$ cat src/rtl/ray_pkg.sv
// Shared ray types and the round-robin unit search used by the dispatcher.
package ray_pkg;

  localparam int POSITION_WIDTH = 16;
  localparam int ADDRESS_WIDTH  = 32;
  localparam int MAX_UNITS      = 16;

  typedef struct packed {
    logic signed [POSITION_WIDTH-1:0] v2;
    logic signed [POSITION_WIDTH-1:0] v1;
    logic signed [POSITION_WIDTH-1:0] v0;
    logic [ADDRESS_WIDTH-1:0]         address;
  } ray_t;

  typedef struct packed {
    logic       found;
    logic [3:0] index;
  } pick_t;

  // First eligible unit scanning ptr, ptr+1, ... modulo num_units.
  function automatic pick_t rr_pick(input logic [MAX_UNITS-1:0] eligible,
                                    input logic [3:0] ptr,
                                    input int num_units);
    pick_t p;
    int    idx;
    p = '0;
    for (int i = 0; i < MAX_UNITS; i++) begin
      if (i < num_units && !p.found) begin
        idx = (int'(ptr) + i) % num_units;
        if (eligible[idx[3:0]]) begin
          p.found = 1'b1;
          p.index = idx[3:0];
        end
      end
    end
    return p;
  endfunction

endpackage

$ cat src/rtl/ray_fifo.sv
// Synchronous ray FIFO; pointers wrap naturally because DEPTH is a power of two.
module ray_fifo
  import ray_pkg::*;
#(
  parameter int DEPTH = 4
) (
  input  logic                     clock,
  input  logic                     reset,
  input  logic                     push,
  input  logic                     pop,
  input  ray_t                     push_data,
  output ray_t                     head,
  output logic                     full,
  output logic                     empty,
  output logic [$clog2(DEPTH):0]   count
);

  localparam int AW = $clog2(DEPTH);

  ray_t           mem [DEPTH];
  logic [AW-1:0]  head_ptr;
  logic [AW-1:0]  tail_ptr;

  always_ff @(posedge clock) begin
    if (reset) begin
      head_ptr <= '0;
      tail_ptr <= '0;
      count    <= '0;
    end else begin
      if (push) tail_ptr <= tail_ptr + 1'b1;
      if (pop)  head_ptr <= head_ptr + 1'b1;
      case ({push, pop})
        2'b10:   count <= count + 1'b1;
        2'b01:   count <= count - 1'b1;
        default: count <= count;
      endcase
    end
  end

  always_ff @(posedge clock) begin
    if (push) mem[tail_ptr] <= push_data;
  end

  assign head  = mem[head_ptr];
  assign full  = (count == (AW+1)'(DEPTH));
  assign empty = (count == '0);

endmodule

$ cat src/rtl/ray_dispatcher.sv
// Buffers camera rays and launches each onto one idle ray unit, round-robin.
module ray_dispatcher #(
  parameter int POSITION_WIDTH = ray_pkg::POSITION_WIDTH,
  parameter int ADDRESS_WIDTH  = ray_pkg::ADDRESS_WIDTH,
  parameter int NUM_UNITS      = 4,
  parameter int DEPTH          = 4
) (
  input  logic                             clock,
  input  logic                             reset,
  input  logic signed [POSITION_WIDTH-1:0] inV [2:0],
  input  logic [ADDRESS_WIDTH-1:0]         inAddress,
  input  logic                             inStart,
  output logic                             inReady,
  output logic                             busy,
  output logic signed [POSITION_WIDTH-1:0] unitV [2:0],
  output logic [ADDRESS_WIDTH-1:0]         unitAddress,
  output logic [NUM_UNITS-1:0]             unitStart,
  input  logic [NUM_UNITS-1:0]             unitReady,
  input  logic [NUM_UNITS-1:0]             unitBusy,
  output logic [31:0]                      dispatchCount
);
  import ray_pkg::*;

  ray_t                    in_ray;
  ray_t                    head_ray;
  logic                    full;
  logic                    empty;
  logic [$clog2(DEPTH):0]  count;
  logic [NUM_UNITS-1:0]    claim;
  logic [NUM_UNITS-1:0]    eligible;
  logic [3:0]              rr_ptr;
  pick_t                   pick;
  logic                    launch;

  assign in_ray.v0      = inV[0];
  assign in_ray.v1      = inV[1];
  assign in_ray.v2      = inV[2];
  assign in_ray.address = inAddress;

  ray_fifo #(.DEPTH(DEPTH)) fifo (
    .clock     (clock),
    .reset     (reset),
    .push      (inStart && inReady),
    .pop       (launch),
    .push_data (in_ray),
    .head      (head_ray),
    .full      (full),
    .empty     (empty),
    .count     (count)
  );

  assign inReady  = !full;
  // A just-launched unit is masked for one cycle while it drops unitReady.
  assign eligible = unitReady & ~claim;
  assign pick     = rr_pick(MAX_UNITS'(eligible), rr_ptr, NUM_UNITS);
  assign launch   = !empty && pick.found;
  assign busy     = (count != '0) || (|unitStart) || (|unitBusy);

  always_ff @(posedge clock) begin
    if (reset) begin
      unitStart     <= '0;
      claim         <= '0;
      unitV[0]      <= '0;
      unitV[1]      <= '0;
      unitV[2]      <= '0;
      unitAddress   <= '0;
      rr_ptr        <= '0;
      dispatchCount <= '0;
    end else begin
      unitStart <= '0;
      claim     <= '0;
      if (launch) begin
        unitStart     <= NUM_UNITS'(1) << pick.index;
        claim         <= NUM_UNITS'(1) << pick.index;
        unitV[0]      <= head_ray.v0;
        unitV[1]      <= head_ray.v1;
        unitV[2]      <= head_ray.v2;
        unitAddress   <= head_ray.address;
        rr_ptr        <= (pick.index == 4'(NUM_UNITS-1)) ? 4'd0 : pick.index + 4'd1;
        dispatchCount <= dispatchCount + 32'd1;
      end
    end
  end

endmodule

$ cat config.mk
export PLATFORM = sky130hd
export DESIGN_NAME = ray_dispatcher
export DESIGN_NICKNAME = d
export VERILOG_FILES = /design/src/rtl/ray_pkg.sv /design/src/rtl/ray_fifo.sv /design/src/rtl/ray_dispatcher.sv
export SDC_FILE = /design/constraint.sdc
export NUM_CORES = 1
export LEC_CHECK = 0
export CAP_MARGIN = 40
export CORE_ASPECT_RATIO = 1.4
export CORE_MARGIN = 10
export CORE_UTILIZATION = 30
export CTS_CLUSTER_DIAMETER = 150
export DETAILED_ROUTE_END_ITERATION = 12
export GPL_TIMING_DRIVEN = 0
export HOLD_SLACK_MARGIN = 0.03
export PLACE_DENSITY = 0.57
export RECOVER_POWER = 25
export SLEW_MARGIN = 15
export SYNTH_ARGS = -nofsm -noshare
export SYNTH_HDL_FRONTEND = slang
export SYNTH_SLANG_ARGS = --single-unit
$ cat constraint.sdc
create_clock -name clock -period 3 [get_ports clock]
set_input_delay 0.6 -clock clock [delete_from_list [all_inputs] [get_ports clock]]
set_output_delay 0.6 -clock clock [all_outputs]
set_load 0.05 [all_outputs]
==> metrics <==
drt via density 4.72; Routability Congestion 0.764; vias 9,900; worst stage delay on the critical path 770 ps; most common cell after layout, fill and taps aside edfxtp_1; YS warnings 0; hold wc startpoint unitV[14]; internal power 0.0133 W; # port buffers 208; Die W 219 um; design area 0.0214 mm^2; area grow syn2layout 28.5%; cts bufs inserted 46; crit-path max FO 6; switching power 0.00733 W; # Max-Cap Violations 0; number of distinct library cells after synthesis 47; status finished clean; Die Area 0.0655 mm^2; core area 0.0551 mm^2; Synth Flop Type edfxtp_1; largest net degree at the start of global routing 33; part of the Yosys area used for sequential elements 0.727; Lkg Pwr 6.90 nW; Clock transition at path regs 60 ps; vias in the first global route 10,400; hold depth 2; Max Freq 362 MHz; first-pass GRT wire length 63,300 um; Clk pwr share 0.276; worst path cell trace or3b_1, clkdlybuf4s50_1; hold_buf cts 0; FF-to-FF End fifo.count[2]; Yosys reg bits 445; final setup fails 0; Worst Setup Start Kind register; ys async rst share 0; die height 299 um; nets 1,428; clock sink count 445; syn nets 1,160; endpoints failing hold 0; CP arrival 2160 ps; number of synthesized flops with an enable pin 320; cell family with most CP delay buffers and inverters; CTS tree yes; Worst Hold Class register to register; CP bufs+invs 1; Setup CP Type register to output port; clk_lat worst skew 570 ps; fin crit period 2760 ps; max-slew violation count 0; Gate power share 0.332; worst slew pin tran 869 ps; clk_skew 20.4 ps; drc violations 0; Synth Cell Area 0.0167 mm^2; pwr dens 963 mW/mm^2; Placed Instance Area 0.0199 mm^2; Power Total 0.0206 W; drt first-iter violations 525; initial antenna violation count 12; sequential share of power 0.393; CTS H-tree lvls 2; CP Capture Type output port; Reg2Reg Depth 9; post-synthesis cell count 1,061; GRT overflow 0; crit share post-route 0.920; unrepaired setup endpoints after global routing no; Synth Area per Inst 15.7 um^2; crit path launch fifo.count[2]; worst path required time 2400 ps; most frequent cells in the layout edfxtp_1 (320), nand2_1 (177), clkdlybuf4s50_1 (151); Routed WL per cell 20.0 um; layout cells sized above 1 0.154; Worst VDD drop 0.000612 V; clock buffer depth 3; Total GRT Usage 0.126; TritonRoute pass-1 iters 5; CP max stage cell clkdlybuf4s50_1; final wirelength 41,900 um; Rel. slew slack 0.415; I/O pin count 209; root cell of the clock tree clkbuf_16; DP Wirelength 28,700 um; flop-to-flop setup slack 360 ps; row cnt 102; launching point of the worst reg2reg path fifo.count[2]; sw frac 0.356; Routed Antenna Nets 0; Post-CTS Setup Bufs 0; Initial Util 0.302; Hold Path End unitV[14]
-- per-layer routing --
layer  vias up  GRT usage  part of all wire
met4         6     0.0406             0.025
met3        68     0.0309             0.059
li1       4568          -                 -
met5         -          0           0.00079
met2       256      0.225              0.52
met1      5002      0.146              0.40
-- power groups by stage --
stage                     registers (W)  logic (W)  clock network (W)
after floorplan                 0.00979    0.00277                  0
after global placement          0.00824    0.00686                  0
after detailed placement        0.00824    0.00704                  0
after CTS                       0.00811    0.00703            0.00587
after global routing            0.00820    0.00739            0.00611
final                           0.00809    0.00684            0.00568
-- worst min-delay path, cell delays in order (launching register included) --
cell and delay [ps]:
dfxtp_1 310, nand2_1 50, a21oi_1 50
-- cells in the mapped netlist (all sizes together), types with 2 or more instances --
cell / number / area, um^2
a21oi: 103 / 515
a22oi: 2 / 15.0
and3: 5 / 31.3
and4: 2 / 17.5
buf: 20 / 105
clkbuf: 41 / 154
dfxtp: 125 / 2500
edfxtp: 320 / 9610
ha: 7 / 87.6
inv: 14 / 52.6
mux2: 16 / 180
mux4: 80 / 1800
nand2: 177 / 664
nand2b: 5 / 31.3
nand3: 13 / 65.1
nand3b: 2 / 15.0
nand4: 8 / 56.3
nor2: 26 / 97.6
nor2b: 18 / 113
nor3: 3 / 15.0
nor4: 16 / 100
o21ai: 10 / 50.1
o221ai: 2 / 17.5
o31ai: 8 / 60.1
o41ai: 2 / 17.5
or3: 9 / 58.8
or4: 10 / 78.8
xnor2: 2 / 17.5
xor2: 2 / 17.5
-- registers in the layout, summed over array words and instances (netlist names) --
register	flops
claim	4
unitAddress	32
unitV	48
fifo.count	3
fifo.tail_ptr	2
rr_ptr	2
fifo.mem	320
fifo.head_ptr	2
dispatchCount	32
-- cell families after synthesis --
| logic type | after synthesis | share of synthesized area |
|---|---|---|
| flops | 445 | 0.727 |
| compound gates | 133 | 0.0436 |
| simple gates | 299 | 0.0831 |
| buf+inv | 76 | 0.0189 |
| mux | 96 | 0.119 |
| xor+xnor | 4 | 0.00210 |
| fa+ha+maj | 8 | 0.00646 |
-- through the flow --
step | util | instances | worst slack [ps] | setup TNS, ps | hold WS, ps
finish | 0.388 | 2097 | 241 | 0 | 456
global route | 0.388 | 2096 | 74.2 | 0 | 482
CTS | 0.388 | 2095 | 27.6 | 0 | 456
detailed placement | 0.361 | 2010 | -733 | -6250 | 447
global placement | 0.357 | 1997 | -722 | -212990 | 444
floorplan | - | 1061 | 337 | 0 | 466
-- what timing repair did --
action / CTS / global route
hold endpoints to repair: 0 / 0
setup endpoints to repair: 1 / 5
gates resized for setup: 0 / 1
-- layout make-up --
cell class / count / area (um^2)
Timing Repair Buffer: 221 / 2300
Fill cell: 5226 / 33700
Inverter: 15 / 60.1
Multi-Input combinational cell: 540 / 4260
Clock buffer: 61 / 1280
Buffer: 60 / 255
Clock inverter: 25 / 236
Antenna cell: 2 / 5.00
Tap cell: 728 / 911
Sequential cell: 445 / 12100
-- worst max-delay path by stage --
stage | depth (start not counted) | slack, ps | to
finish | 2 | 240 | inReady
global route | 3 | 70 | busy
CTS | 9 | 30 | fifo.count[2]
detailed placement | 11 | -730 | fifo.count[2]
global placement | 11 | -720 | fifo.count[2]
floorplan | 11 | 340 | fifo.count[2]
Power figures use the tool's default switching activity.
